### src/rtl/watch_mode_ctrl_if.sv
// Button/tick inputs and display/datapath control outputs of the watch mode controller.
// Latency: none (wiring only); no backpressure, every signal is a level or single-cycle pulse.
interface watch_mode_ctrl_if;
    logic       i_btn_mode;
    logic       i_btn_set;
    logic       i_btn_inc;
    logic       i_btn_dec;
    logic       i_btn_light;
    logic       i_tick_1hz;
    logic       i_tick_2hz;
    logic [1:0] o_mode;
    logic [1:0] o_edit_field;
    logic       o_adj_inc;
    logic       o_adj_dec;
    logic       o_time_run;
    logic       o_alarm_en;
    logic       o_sw_run;
    logic       o_sw_clear;
    logic       o_blank_h;
    logic       o_blank_m;
    logic       o_blank_s;
    logic       o_colon;
    logic       o_light;

    modport master (
        output i_btn_mode, i_btn_set, i_btn_inc, i_btn_dec, i_btn_light,
        output i_tick_1hz, i_tick_2hz,
        input  o_mode, o_edit_field, o_adj_inc, o_adj_dec, o_time_run,
        input  o_alarm_en, o_sw_run, o_sw_clear, o_blank_h, o_blank_m,
        input  o_blank_s, o_colon, o_light
    );

    modport slave (
        input  i_btn_mode, i_btn_set, i_btn_inc, i_btn_dec, i_btn_light,
        input  i_tick_1hz, i_tick_2hz,
        output o_mode, o_edit_field, o_adj_inc, o_adj_dec, o_time_run,
        output o_alarm_en, o_sw_run, o_sw_clear, o_blank_h, o_blank_m,
        output o_blank_s, o_colon, o_light
    );
endinterface

### src/rtl/watch_mode_ctrl.sv
// Watch control FSM: view/edit/stopwatch sequencing, adjust strobes, blink, colon, backlight.
// Latency: every output registered, one clock after the causing button/tick; no backpressure.
module watch_mode_ctrl #(
    parameter int LIGHT_SECS   = 3,
    parameter int EDIT_TIMEOUT = 30
) (
    input  logic               clk,
    input  logic               rst,
    watch_mode_ctrl_if.slave   io_bus
);
    localparam int TO_W = $clog2(EDIT_TIMEOUT + 1);
    localparam int LT_W = $clog2(LIGHT_SECS + 1);

    localparam logic [2:0] S_T_VIEW   = 3'd0;
    localparam logic [2:0] S_T_EDIT_H = 3'd1;
    localparam logic [2:0] S_T_EDIT_M = 3'd2;
    localparam logic [2:0] S_T_EDIT_S = 3'd3;
    localparam logic [2:0] S_A_VIEW   = 3'd4;
    localparam logic [2:0] S_A_EDIT_H = 3'd5;
    localparam logic [2:0] S_A_EDIT_M = 3'd6;
    localparam logic [2:0] S_SW       = 3'd7;

    logic [2:0]      r_state;
    logic [1:0]      r_mode;
    logic [1:0]      r_field;
    logic [TO_W-1:0] r_to_cnt;
    logic [LT_W-1:0] r_lt_cnt;
    logic            r_blink;
    logic            r_adj_inc;
    logic            r_adj_dec;
    logic            r_time_run;
    logic            r_alarm_en;
    logic            r_sw_run;
    logic            r_sw_clear;
    logic            r_blank_h;
    logic            r_blank_m;
    logic            r_blank_s;
    logic            r_colon;
    logic            r_light;

    logic            w_p_mode;
    logic            w_p_set;
    logic            w_p_inc;
    logic            w_p_dec;
    logic            w_any_btn;
    logic            w_cur_edit;
    logic            w_timeout;
    logic [2:0]      w_state_nxt;
    logic [1:0]      w_mode_nxt;
    logic [1:0]      w_field_nxt;
    logic            w_blink_nxt;
    logic            w_colon_nxt;
    logic [TO_W-1:0] w_to_nxt;
    logic [LT_W-1:0] w_lt_nxt;

    // Only the highest-priority button acts; btn_light stays out of the FSM entirely.
    assign w_p_mode   = io_bus.i_btn_mode;
    assign w_p_set    = io_bus.i_btn_set & ~io_bus.i_btn_mode;
    assign w_p_inc    = io_bus.i_btn_inc & ~io_bus.i_btn_mode & ~io_bus.i_btn_set;
    assign w_p_dec    = io_bus.i_btn_dec & ~io_bus.i_btn_mode & ~io_bus.i_btn_set
                        & ~io_bus.i_btn_inc;
    assign w_any_btn  = io_bus.i_btn_mode | io_bus.i_btn_set | io_bus.i_btn_inc
                        | io_bus.i_btn_dec;
    assign w_cur_edit = (r_field != 2'd0);
    assign w_timeout  = w_cur_edit && !w_any_btn && io_bus.i_tick_1hz
                        && (r_to_cnt == TO_W'(EDIT_TIMEOUT - 1));

    always_comb begin
        w_state_nxt = r_state;
        case (r_state)
            S_T_VIEW: begin
                if (w_p_mode)     w_state_nxt = S_A_VIEW;
                else if (w_p_set) w_state_nxt = S_T_EDIT_H;
            end
            S_T_EDIT_H: begin
                if (w_p_mode || w_timeout) w_state_nxt = S_T_VIEW;
                else if (w_p_set)          w_state_nxt = S_T_EDIT_M;
            end
            S_T_EDIT_M: begin
                if (w_p_mode || w_timeout) w_state_nxt = S_T_VIEW;
                else if (w_p_set)          w_state_nxt = S_T_EDIT_S;
            end
            S_T_EDIT_S: begin
                if (w_p_mode || w_timeout || w_p_set) w_state_nxt = S_T_VIEW;
            end
            S_A_VIEW: begin
                if (w_p_mode)     w_state_nxt = S_SW;
                else if (w_p_set) w_state_nxt = S_A_EDIT_H;
            end
            S_A_EDIT_H: begin
                if (w_p_mode || w_timeout) w_state_nxt = S_A_VIEW;
                else if (w_p_set)          w_state_nxt = S_A_EDIT_M;
            end
            S_A_EDIT_M: begin
                if (w_p_mode || w_timeout || w_p_set) w_state_nxt = S_A_VIEW;
            end
            S_SW: begin
                if (w_p_mode) w_state_nxt = S_T_VIEW;
            end
            default: w_state_nxt = S_T_VIEW;
        endcase
    end

    always_comb begin
        w_mode_nxt  = 2'd0;
        w_field_nxt = 2'd0;
        case (w_state_nxt)
            S_T_EDIT_H: w_field_nxt = 2'd1;
            S_T_EDIT_M: w_field_nxt = 2'd2;
            S_T_EDIT_S: w_field_nxt = 2'd3;
            S_A_VIEW:   w_mode_nxt  = 2'd1;
            S_A_EDIT_H: begin w_mode_nxt = 2'd1; w_field_nxt = 2'd1; end
            S_A_EDIT_M: begin w_mode_nxt = 2'd1; w_field_nxt = 2'd2; end
            S_SW:       w_mode_nxt  = 2'd2;
            default:    w_mode_nxt  = 2'd0;
        endcase
    end

    always_comb begin
        w_to_nxt = r_to_cnt;
        if (w_any_btn || (w_field_nxt == 2'd0)) w_to_nxt = '0;
        else if (io_bus.i_tick_1hz)             w_to_nxt = r_to_cnt + TO_W'(1);

        w_blink_nxt = r_blink;
        if (w_any_btn)              w_blink_nxt = 1'b0;
        else if (io_bus.i_tick_2hz) w_blink_nxt = ~r_blink;

        // Colon only blinks while staying in T_VIEW; any arrival there shows it solid first.
        w_colon_nxt = 1'b1;
        if (w_state_nxt == S_T_VIEW && r_state == S_T_VIEW && io_bus.i_tick_2hz)
            w_colon_nxt = ~r_colon;
        else if (w_state_nxt == S_T_VIEW && r_state == S_T_VIEW)
            w_colon_nxt = r_colon;

        w_lt_nxt = r_lt_cnt;
        if (io_bus.i_btn_light)                              w_lt_nxt = LT_W'(LIGHT_SECS);
        else if (io_bus.i_tick_1hz && (r_lt_cnt != '0))      w_lt_nxt = r_lt_cnt - LT_W'(1);
    end

    always_ff @(posedge clk or posedge rst) begin
        if (rst) begin
            r_state    <= S_T_VIEW;
            r_mode     <= 2'd0;
            r_field    <= 2'd0;
            r_to_cnt   <= '0;
            r_lt_cnt   <= '0;
            r_blink    <= 1'b0;
            r_adj_inc  <= 1'b0;
            r_adj_dec  <= 1'b0;
            r_time_run <= 1'b1;
            r_alarm_en <= 1'b0;
            r_sw_run   <= 1'b0;
            r_sw_clear <= 1'b0;
            r_blank_h  <= 1'b0;
            r_blank_m  <= 1'b0;
            r_blank_s  <= 1'b0;
            r_colon    <= 1'b1;
            r_light    <= 1'b0;
        end else begin
            r_state    <= w_state_nxt;
            r_mode     <= w_mode_nxt;
            r_field    <= w_field_nxt;
            r_to_cnt   <= w_to_nxt;
            r_lt_cnt   <= w_lt_nxt;
            r_blink    <= w_blink_nxt;
            r_adj_inc  <= w_cur_edit & w_p_inc;
            r_adj_dec  <= w_cur_edit & w_p_dec;
            r_time_run <= !((w_mode_nxt == 2'd0) && (w_field_nxt != 2'd0));
            if (r_state == S_A_VIEW && w_p_inc) r_alarm_en <= ~r_alarm_en;
            if (r_state == S_SW && w_p_set)     r_sw_run   <= ~r_sw_run;
            r_sw_clear <= (r_state == S_SW) && w_p_inc && !r_sw_run;
            r_blank_h  <= (w_field_nxt == 2'd1) && w_blink_nxt;
            r_blank_m  <= (w_field_nxt == 2'd2) && w_blink_nxt;
            r_blank_s  <= (w_field_nxt == 2'd3) && w_blink_nxt;
            r_colon    <= w_colon_nxt;
            r_light    <= (w_lt_nxt != '0);
        end
    end

    assign io_bus.o_mode       = r_mode;
    assign io_bus.o_edit_field = r_field;
    assign io_bus.o_adj_inc    = r_adj_inc;
    assign io_bus.o_adj_dec    = r_adj_dec;
    assign io_bus.o_time_run   = r_time_run;
    assign io_bus.o_alarm_en   = r_alarm_en;
    assign io_bus.o_sw_run     = r_sw_run;
    assign io_bus.o_sw_clear   = r_sw_clear;
    assign io_bus.o_blank_h    = r_blank_h;
    assign io_bus.o_blank_m    = r_blank_m;
    assign io_bus.o_blank_s    = r_blank_s;
    assign io_bus.o_colon      = r_colon;
    assign io_bus.o_light      = r_light;
endmodule

### src/flat_wrapper.sv
// flat-port wrapper written by rule: the top's interface ports become plain ports
module watch_mode_ctrl_flat 
#(
    parameter int LIGHT_SECS   = 3,
    parameter int EDIT_TIMEOUT = 30
)
  (clk, rst, io_bus_i_btn_mode, io_bus_i_btn_set, io_bus_i_btn_inc, io_bus_i_btn_dec, io_bus_i_btn_light, io_bus_i_tick_1hz, io_bus_i_tick_2hz, io_bus_o_mode, io_bus_o_edit_field, io_bus_o_adj_inc, io_bus_o_adj_dec, io_bus_o_time_run, io_bus_o_alarm_en, io_bus_o_sw_run, io_bus_o_sw_clear, io_bus_o_blank_h, io_bus_o_blank_m, io_bus_o_blank_s, io_bus_o_colon, io_bus_o_light);
  watch_mode_ctrl_if io_bus_i ();
  input  logic clk;
  input  logic rst;
  input wire logic [$bits(io_bus_i.i_btn_mode)-1:0] io_bus_i_btn_mode;
  input wire logic [$bits(io_bus_i.i_btn_set)-1:0] io_bus_i_btn_set;
  input wire logic [$bits(io_bus_i.i_btn_inc)-1:0] io_bus_i_btn_inc;
  input wire logic [$bits(io_bus_i.i_btn_dec)-1:0] io_bus_i_btn_dec;
  input wire logic [$bits(io_bus_i.i_btn_light)-1:0] io_bus_i_btn_light;
  input wire logic [$bits(io_bus_i.i_tick_1hz)-1:0] io_bus_i_tick_1hz;
  input wire logic [$bits(io_bus_i.i_tick_2hz)-1:0] io_bus_i_tick_2hz;
  output wire logic [$bits(io_bus_i.o_mode)-1:0] io_bus_o_mode;
  output wire logic [$bits(io_bus_i.o_edit_field)-1:0] io_bus_o_edit_field;
  output wire logic [$bits(io_bus_i.o_adj_inc)-1:0] io_bus_o_adj_inc;
  output wire logic [$bits(io_bus_i.o_adj_dec)-1:0] io_bus_o_adj_dec;
  output wire logic [$bits(io_bus_i.o_time_run)-1:0] io_bus_o_time_run;
  output wire logic [$bits(io_bus_i.o_alarm_en)-1:0] io_bus_o_alarm_en;
  output wire logic [$bits(io_bus_i.o_sw_run)-1:0] io_bus_o_sw_run;
  output wire logic [$bits(io_bus_i.o_sw_clear)-1:0] io_bus_o_sw_clear;
  output wire logic [$bits(io_bus_i.o_blank_h)-1:0] io_bus_o_blank_h;
  output wire logic [$bits(io_bus_i.o_blank_m)-1:0] io_bus_o_blank_m;
  output wire logic [$bits(io_bus_i.o_blank_s)-1:0] io_bus_o_blank_s;
  output wire logic [$bits(io_bus_i.o_colon)-1:0] io_bus_o_colon;
  output wire logic [$bits(io_bus_i.o_light)-1:0] io_bus_o_light;
  assign io_bus_i.i_btn_mode = io_bus_i_btn_mode;
  assign io_bus_i.i_btn_set = io_bus_i_btn_set;
  assign io_bus_i.i_btn_inc = io_bus_i_btn_inc;
  assign io_bus_i.i_btn_dec = io_bus_i_btn_dec;
  assign io_bus_i.i_btn_light = io_bus_i_btn_light;
  assign io_bus_i.i_tick_1hz = io_bus_i_tick_1hz;
  assign io_bus_i.i_tick_2hz = io_bus_i_tick_2hz;
  assign io_bus_o_mode = io_bus_i.o_mode;
  assign io_bus_o_edit_field = io_bus_i.o_edit_field;
  assign io_bus_o_adj_inc = io_bus_i.o_adj_inc;
  assign io_bus_o_adj_dec = io_bus_i.o_adj_dec;
  assign io_bus_o_time_run = io_bus_i.o_time_run;
  assign io_bus_o_alarm_en = io_bus_i.o_alarm_en;
  assign io_bus_o_sw_run = io_bus_i.o_sw_run;
  assign io_bus_o_sw_clear = io_bus_i.o_sw_clear;
  assign io_bus_o_blank_h = io_bus_i.o_blank_h;
  assign io_bus_o_blank_m = io_bus_i.o_blank_m;
  assign io_bus_o_blank_s = io_bus_i.o_blank_s;
  assign io_bus_o_colon = io_bus_i.o_colon;
  assign io_bus_o_light = io_bus_i.o_light;
  watch_mode_ctrl #(.LIGHT_SECS(LIGHT_SECS), .EDIT_TIMEOUT(EDIT_TIMEOUT)) u_core (.clk(clk), .rst(rst), .io_bus(io_bus_i));
endmodule
### config.mk
export PLATFORM = sky130hd
export DESIGN_NAME = watch_mode_ctrl_flat
export DESIGN_NICKNAME = d
export VERILOG_FILES = /design/src/rtl/watch_mode_ctrl_if.sv /design/src/rtl/watch_mode_ctrl.sv /design/src/flat_wrapper.sv
export SDC_FILE = /design/constraint.sdc
export NUM_CORES = 1
export LEC_CHECK = 0
export CAP_MARGIN = 40
export CORE_MARGIN = 2
export CORE_UTILIZATION = 48
export CTS_BUF_LIST = sky130_fd_sc_hd__clkbuf_8
export CTS_CLUSTER_DIAMETER = 60
export DETAILED_ROUTE_END_ITERATION = 8
export GPL_TIMING_DRIVEN = 1
export PLACE_DENSITY = 0.84
export SLEW_MARGIN = 20
export SYNTH_ARGS = -nofsm -noshare
export SYNTH_HDL_FRONTEND = slang
export SYNTH_SLANG_ARGS = --single-unit
### constraint.sdc
create_clock -name clk -period 2.5 [get_ports clk]
set_input_delay 0.375 -clock clk [delete_from_list [all_inputs] [get_ports clk]]
set_output_delay 0.375 -clock clk [all_outputs]
set_load 0.05 [all_outputs]
Word-level counts from Yosys, hierarchy flattened
Index checks and enable logic that the tools add are counted.
- register bits: 26
- input bits: 9
- output and inout port bits: 15
- logic and storage cells: 112
- add/sub/neg operators: 2
- equality and inequality tests: 19
- muxes and demuxes: 24
- bitwise gates (word level): 18
- reduce and logical (&&, ||, !) cells: 32
- operators with widths (operator ; count):
    $mux 3 ; 13
    $eq 3x3->1 const B ; 8
    $pmux 3 s8 ; 1
    $logic_and 1x1->1 ; 14
    $eq 3x2->1 const B ; 4
    $mux 5 ; 2
    $reduce_bool 2->1 ; 5
    $and 1x1->1 ; 8
    $not 1->1 ; 7
    $eq 3x1->1 const B ; 2
    $logic_not 3->1 ; 2
    $pmux 2 s3 ; 1
    $add 5x1->5 const B ; 1
    $eq 5x5->1 const B ; 1
    $eq 2x2->1 const B ; 2
    $logic_not 2->1 ; 2
    $mux 1 ; 4
    $mux 2 ; 2
    $pmux 2 s2 ; 1
    $reduce_or 2->1 ; 2
    $logic_not 1->1 ; 3
    $logic_or 1x1->1 ; 3
    $or 1x1->1 ; 3
    $reduce_or 3->1 ; 1
    other kinds (3) ; 3

Depth between registers and ports, before layout
Gate-level depths: netlist of the first run.
- depth after elaboration: 17
- mapped depth: 12
- mapped depth without buffers: 12

Worst setup path after synthesis of the first run
OpenSTA, ideal clock, no wires.
- kind: input -> register
- start: in io_bus_i_btn_mode
- end: reg u_core.r_time_run, in the netlist u_core.io_bus.o_time_run
- library setup time: 94 ps
- arrival: 2769 ps
- required time: 2406 ps
- setup slack: -363 ps
- cell stages on the path: 11
- buffers on the path: 1
- cells stage by stage: buf_6 > or4_4 > or3_4 > a32oi_2 > o21ai_2 > ha_1 > and2b_2 > nor2_1 > and3_2 > a221oi_1 > a41oi_2
- cells in the longest elaborated chain, start to end: 17
- elaborated cells between the ends (all ways): 41
- classes of those cells: eq/ne (7); mux (16); bitwise (5); reduce/logical (13)
- ends and longest elaborated chain (item ; line ; source):
    from (decl) ; flat_wrapper.sv:11 ; input wire logic [$bits(io_bus_i.i_btn_mode)-1:0] io_bus_i_btn_mode;
    $or 1x1->1 (2 in a row) ; watch_mode_ctrl.sv:62 ; assign w_any_btn = io_bus.i_btn_mode | io_bus.i_btn_set | io_bus.i_btn_inc
    $or 1x1->1 ; watch_mode_ctrl.sv:63 ; | io_bus.i_btn_dec;
    $logic_not 1->1 ; watch_mode_ctrl.sv:65 ; assign w_timeout = w_cur_edit && !w_any_btn && io_bus.i_tick_1hz
    $logic_and 1x1->1 (2 in a row) ; watch_mode_ctrl.sv:65 ;
    $logic_and 1x1->1 ; watch_mode_ctrl.sv:66 ; && (r_to_cnt == TO_W'(EDIT_TIMEOUT - 1));
    $logic_or 1x1->1 ; n/a ;
    $logic_or 1x1->1 ; watch_mode_ctrl.sv:84, watch_mode_ctrl.sv:95 ;
    $mux 3 (on tied branches) ; watch_mode_ctrl.sv:95, watch_mode_ctrl.sv:84 ;
    $pmux 3 s8 * ; watch_mode_ctrl.sv:70 ; case (r_state)
    $eq 3x3->1, or another cell as far along ; watch_mode_ctrl.sv:107 ; case (w_state_nxt)
    $reduce_or 3->1 (no source line) / $reduce_or 2->1 (equally long branches) ; n/a ;
    $pmux 2 s2 / $pmux 2 s3 (equally long branches) ; watch_mode_ctrl.sv:107 ;
    $logic_not 2->1 / $reduce_bool 2->1 (equally long branches) ; watch_mode_ctrl.sv:168 ; r_time_run <= !((w_mode_nxt == 2'd0) && (w_field_nxt != 2'd0));
    $logic_and 1x1->1 * ; watch_mode_ctrl.sv:168 ;
    $logic_not 1->1 * ; watch_mode_ctrl.sv:168 ;
    to (signal assigned) ; watch_mode_ctrl.sv:168 ;
    to (decl) ; watch_mode_ctrl.sv:31 ; logic r_time_run;
Every way passes the cells marked *; elsewhere a longest branch is shown, timed or not.
A chain may end at the register's enable or synchronous reset.

Worst setup path in the final report of the first run
- start: in io_bus_i_btn_set
- end: reg u_core.r_time_run, in the netlist u_core.io_bus.o_time_run
- cells in the longest elaborated chain, start to end: 17
- elaborated cells between the ends (all ways): 39
- classes of those cells: eq/ne (7); mux (15); bitwise (4); reduce/logical (13)
- ends and longest elaborated chain (item ; line ; source):
    from (decl) ; flat_wrapper.sv:12 ; input wire logic [$bits(io_bus_i.i_btn_set)-1:0] io_bus_i_btn_set;
    $or 1x1->1 (2 in a row) ; watch_mode_ctrl.sv:62 ;
    $or 1x1->1 ; watch_mode_ctrl.sv:63 ;
    $logic_not 1->1 ; watch_mode_ctrl.sv:65 ;
    $logic_and 1x1->1 (2 in a row) ; watch_mode_ctrl.sv:65 ;
    $logic_and 1x1->1 ; watch_mode_ctrl.sv:66 ;
    $logic_or 1x1->1 ; n/a ;
    $logic_or 1x1->1 ; watch_mode_ctrl.sv:84, watch_mode_ctrl.sv:95 ;
    $mux 3 (on tied branches) ; watch_mode_ctrl.sv:95, watch_mode_ctrl.sv:84 ;
    $pmux 3 s8 * ; watch_mode_ctrl.sv:70 ;
    $eq 3x3->1, or another cell as far along ; watch_mode_ctrl.sv:107 ;
    $reduce_or 3->1 (no source line) / $reduce_or 2->1 (equally long branches) ; n/a ;
    $pmux 2 s2 / $pmux 2 s3 (equally long branches) ; watch_mode_ctrl.sv:107 ;
    $logic_not 2->1 / $reduce_bool 2->1 (equally long branches) ; watch_mode_ctrl.sv:168 ;
    $logic_and 1x1->1 * ; watch_mode_ctrl.sv:168 ;
    $logic_not 1->1 * ; watch_mode_ctrl.sv:168 ;
Marked as above.

==> impl_metrics.yaml, run 1 <==
synthesis:
  synth_ff_type: "dfrtp_1"
  avgSynthCellArea_um2: 10.9
  synth_cells: 119
  synth_edf_count: 0
  ys_seq_area_share_pct: 50.4
  yosysUniqueCellTypes: 40
  synth_nets: 133
  yosysWarnings: 0
  synth_area_um2: 1290
  ys_async_sr_fraction_pct: 100
  ys_ff_latch: 26
clock_tree:
  clk_latency_ns: 0.27
  cts_tree: "built"
  htreeDepth: 1
  cts_buffer_depth: 2
  cts_root_buf: "clkbuf_8"
  clk_pin_slew_worst_paths_ns: 0.09
  clock-sinks: 26
  numCtsBuffers: 3
run_status:
  status: "finished, violations left"
  violations: "setup timing"
setup_path:
  cp.required_ns: 2.69
  setup.worst_path.end_class: "register"
  startpoint_type: "primary input"
  cp_data_arrival_time_ns: 2.81
  crit_buf_inv: 1
  critical-path-top-delay-family: "simple AND/OR/NAND/NOR gates"
  crit_slowest_cell: "or4_4"
  cp_slowest_stage_delay_ns: 0.54
  worstSetupPathType: "primary input to register"
  cp_max_fo: 3
  crit_chain: "buf_6 -> or4_4 -> or3_4 -> a32oi_2 -> o21ai_2 -> ha_1 -> and2b_2 -> nor2_4 -> and3_4 -> a221oi_2 -> a41oi_2"
pwr:
  peakVddDrop_uv: 989
  p_per_area_nw_per_um2: 1030
  power.leakage_nw: 0.820
sta:
  min_period_ns: 2.62
  fin_worst_skew_ns: 0.00182
  timing.fmax_ghz: 0.382
  finalMaxSlewViolations: 0
  rsz0062_at_grt: "yes"
  layout_setup_ws_ns: -0.117
  finalHoldViolCount: 0
  slew_headroom_pct: 66.2
  fin_tns_setup_ns: -0.408
  fin_crit_sh_pct: 105
  finalSetupViolCount: 4
  tightest_slew_ns: 0.506
  fin_hold_ws_ns: 0.373
global_route:
  grt_pass1_vias: 1108
  grt_max_degree: 27
  overflow: 0
  grt_first_pass_wirelength_um: 4890
  grt_usage_pct: 19.8
  antenna_found_initial: 0
floorplan:
  top_level_ports: 24
  design.die.area_um2: 3130
  die_h_um: 55.9
  num_rows: 18
  start_util_pct: 51.3
  die_w_um: 55.9
  core-area_um2: 2520
routing:
  via_per_inst: 5.33
  firstDrtPassIters: 4
  routedWlPerCell_um: 14.2
  route.vias.total: 1060
  ant_nets: 0
  remaining_drc_errors: 0
  totalWireLength_um: 2820
  drtIter0Drc: 22
layout:
  final_area_um2: 1820
  diodes: 0
  final_nets: 184
  drive_gt1_share_pct: 31.4
  syn2layout_area_growth_pct: 40.2
worst_hold_path:
  hold_path_class: "primary input to register"
placement:
  place_area_um2: 1700
  hpwl_um: 2010
  port-buffer-count: 23
  place_congestion: 0.872
flow_run:
  cap_violations: 0
-- power breakdown --
part           leakage [nW]  switching (mW)  internal [mW]  total [mW]
combinational         0.458           0.550          0.423       0.973
sequential            0.326          0.0484          0.509       0.558
clock                0.0357           0.133          0.214       0.348
-- repair_timing --
action                     4_1_cts  5_1_grt
hold buffers                     0        0
cloned                           0        0
gates resized for setup         18        3
setup endpoints to repair        9        7
pin swaps                        9        3
buffers inserted                 4        0
-- per-stage QoR --
step                      utilization, %  worst slack [ns]  cells  power (mW)
after detailed placement            67.5            -0.737    191        1.49
after CTS                           71.7            -0.126    199        1.88
after floorplan                        -            -0.213    119        1.16
after global placement              67.5            -0.651    191        1.46
final                               72.0            -0.117    199        1.88
after global routing                72.0            -0.211    199        1.98
-- cells in the final DEF (no fill, tap or decap), drive strengths merged, types with 2 or more instances in the layout --
master and n:
nand3 3, a21boi 2, o21ai 6, dfstp 2, nor2 14, clkdlybuf4s50 19, nand2 10, ha 5
xor2 5, or3 2, nand2b 3, a211oi 2, nor3 2, clkbuf 3, xnor2 4, dfrtp 24
nand4 3, a21oi 2, buf 30, inv 10
-- state kept, by name, indices dropped and copies added (netlist names), 2 cells and up --
name,count
u_core.io_bus.o_edit_field,2
u_core.io_bus.o_mode,2
u_core.r_lt_cnt,2
u_core.r_state,3
u_core.r_to_cnt,5
-- layout make-up --
type / count / area [um2]
multi-input cells: 79 / 592
well taps: 30 / 37.5
inverters: 10 / 37.5
clock buffers: 3 / 41.3
repair buffers: 50 / 424
flip-flops and latches: 26 / 653
clock inverters: 1 / 30.0
fillers: 184 / 707
-- Yosys cell counts, types with 2 or more instances --
master | count | share of area (%)
xnor2_1 | 4 | 2.7
nand3_1 | 3 | 1.2
dfrtp_1 | 24 | 46
nand2b_1 | 3 | 1.4
nand2_1 | 10 | 2.9
nor2_1 | 14 | 4.1
a211oi_1 | 2 | 1.2
inv_1 | 10 | 2.9
dfstp_2 | 2 | 4.1
ha_1 | 5 | 4.8
clkbuf_8 | 2 | 2.1
nand4_1 | 3 | 1.4
xor2_1 | 5 | 3.4
o21ai_0 | 5 | 1.9
a21oi_1 | 2 | 0.77
-- cells by family (layout without fill, tap and decap cells) --
group,count (synthesis),in the layout,share of synthesized area (%)
compound gates,19,19,11.6
xor+xnor,9,9,6.09
fa+ha+maj,5,5,4.83
buf+inv,14,64,6.47
flops,26,26,50.4
mux,1,1,0.870
simple gates,45,45,19.7
-- layer usage --
layer / share of wire [%] / global-route usage (%)
met1: 45 / 24.3
met2: 49 / 34.2
met3: 4.0 / 3.26
met4: 1.6 / 9.18
met5: 0 / 0
-- worst paths after layout --
check                           slack (ns)  cells past startpoint                  endpoint                   start
worst max-delay path                 -0.12                     11  u_core.io_bus.o_time_run        io_bus_i_btn_set
worst min register to register        0.49                      1  u_core.io_bus.o_sw_clear  u_core.io_bus.o_sw_run
max in group asynchronous             1.77                      3     u_core.io_bus.o_colon                     rst
worst min-delay path                  0.37                      3   u_core.io_bus.o_adj_dec        io_bus_i_btn_inc
worst max register to register       -0.11                     12  u_core.io_bus.o_time_run      u_core.r_to_cnt[1]
min in group asynchronous             0.44                      3        u_core.r_to_cnt[0]                     rst
-- tightest hold or removal path: cells and delay by family --
kind          cells  cell delay, ns
buf+inv           2            0.20
simple gates      1            0.04
Power figures use the tool's default switching activity.
==> run 2: changes to the inputs <==
Settings changed: TNS_END_PERCENT from default to 1.
==> impl_metrics.yaml, run 2 (synthesized netlist as in run 1, its figures left out) <==
run_status:
  status: "finished, violations left"
  violations: "setup timing"
clock_tree:
  clock-sinks: 26
  clk_latency_ns: 0.27
  cts_root_buf: "clkbuf_8"
  cts_buffer_depth: 2
  numCtsBuffers: 3
  htreeDepth: 1
  holdBufCountCts: 0
  clk_pin_slew_worst_paths_ns: 0.09
  cts_tree: "built"
layout:
  largest_register_ffs: 5
  drive_gt1_share_pct: 30.8
  top_register: "u_core.r_to_cnt"
  num-fill-cells: 170
  diodes: 0
  instances_no_fill: 199
  fin_util_pct: 72.8
  most-common-layout-cells: "buf_4 (26), dfrtp_1 (24), clkdlybuf4s50_1 (19)"
  reg.largest.list: "u_core.r_to_cnt x5, u_core.r_state x3"
  syn2layout_area_growth_pct: 41.7
  final_area_um2: 1840
  final_nets: 184
  layout_commonest_cell: "buf_4"
  multiInputGateArea_um2: 608
  regArea_um2: 653
sta:
  finalMaxSlewViolations: 0
  slew_headroom_pct: 64.9
  fin_hold_ws_ns: 0.355
  tightest_slew_ns: 0.522
  finalHoldViolCount: 0
  fin_crit_sh_pct: 103
  fin_worst_skew_ns: 0.00237
  timing.fmax_ghz: 0.387
  finalSetupViolCount: 4
  rsz0062_at_grt: "yes"
  layout_setup_ws_ns: -0.0866
  min_period_ns: 2.59
global_route:
  grt_pass1_vias: 1136
  overflow: 0
  grt_usage_pct: 21.5
  grt_first_pass_wirelength_um: 5220
  antenna_found_initial: 0
  grt_max_degree: 27
setup_path:
  crit_buf_inv: 1
  cp_max_fo: 3
  setup.worst_path.end_class: "register"
  crit_slowest_cell: "or4_4"
  cp_data_arrival_time_ns: 2.79
  cp_slowest_stage_delay_ns: 0.53
  worstSetupPathType: "primary input to register"
  cp.required_ns: 2.70
  critical-path-top-delay-family: "simple AND/OR/NAND/NOR gates"
  crit_chain: "buf_6 -> or4_4 -> or3_4 -> a32oi_2 -> o21ai_2 -> ha_1 -> and2b_2 -> nor2_4 -> and3_4 -> a221oi_4 -> a41oi_2"
  startpoint_type: "primary input"
placement:
  place_congestion: 0.850
  place_area_um2: 1700
  pre_cts_ws_ns: -0.737
  place_inst: 191
  port-buffer-count: 23
  hpwl_um: 2040
worst_hold_path:
  hold_path_class: "primary input to register"
routing:
  remaining_drc_errors: 0
  routedWlPerCell_um: 15.2
  route.vias.total: 1070
  ant_nets: 0
  drtIter0Drc: 26
  via_per_inst: 5.38
  firstDrtPassIters: 4
  totalWireLength_um: 3020
flow_run:
  cap_violations: 0
pwr:
  power.leakage_nw: 0.838
  p_per_area_nw_per_um2: 1050
  peakVddDrop_uv: 950
floorplan:
  die_w_um: 55.9
  start_util_pct: 51.3
  design.die.area_um2: 3130
  core-area_um2: 2520
  num_rows: 18
  top_level_ports: 24
  die_h_um: 55.9
==> run 2: layout make-up <==
class	instances	share of cell area [%]
Sequential cell	26	35.6
Multi-Input combinational cell	79	33.1
Timing Repair Buffer	50	23.3
Clock buffer	3	2.25
Inverter	10	2.04
Tap cell	30	2.04
Clock inverter	1	1.64
==> run 2: where the power goes <==
part	internal, mW	switching, mW	leakage (nW)
Sequential	0.509	0.0405	0.326
Combinational	0.443	0.593	0.476
Clock	0.214	0.132	0.0357
==> run 2: worst register-to-register path: cells and delay by family, from the launching register on <==
kind | cells | cell delay [ns]
flip-flops | 1 | 0.40
AND/OR/NAND/NOR | 5 | 1.03
buffers and inverters | 1 | 0.06
AO/OA/AOI/OAI | 4 | 0.53
adder cells (fa/ha/maj) | 2 | 0.45
==> run 2: repair_timing <==
item,CTS,global route
gates resized for setup,17,4
setup endpoints to repair,9,6
pin swaps,9,5
buffers inserted,4,0
==> run 2: layer usage <==
metal  up-vias  wire length (um)  track usage, %
met5         -                 0               0
met4         0                89            11.6
met3         9               134            3.26
met2        37              1530            36.2
met1       517              1270            26.4
li1        507                 -               -
==> run 2: stage by stage <==
step	power [mW]	setup TNS, ns
floorplan	1.16	-0.742
global placement	1.46	-4.93
detailed placement	1.49	-5.70
CTS	1.88	-0.279
global route	2.03	-0.588
finish	1.93	-0.299
==> run 2: path summary, 6_finish.rpt <==
| check | to | slack, ns | depth (start not counted) | from |
|---|---|---|---|---|
| max in group asynchronous | u_core.io_bus.o_colon | 1.76 | 3 | rst |
| max | u_core.io_bus.o_time_run | -0.09 | 11 | io_bus_i_btn_mode |
| max reg2reg | u_core.io_bus.o_time_run | -0.04 | 12 | u_core.r_to_cnt[1] |
| min in group asynchronous | u_core.io_bus.o_light | 0.45 | 3 | rst |
| min reg2reg | u_core.io_bus.o_alarm_en | 0.48 | 1 | u_core.io_bus.o_alarm_en |
| min | u_core.io_bus.o_adj_dec | 0.35 | 2 | io_bus_i_btn_dec |
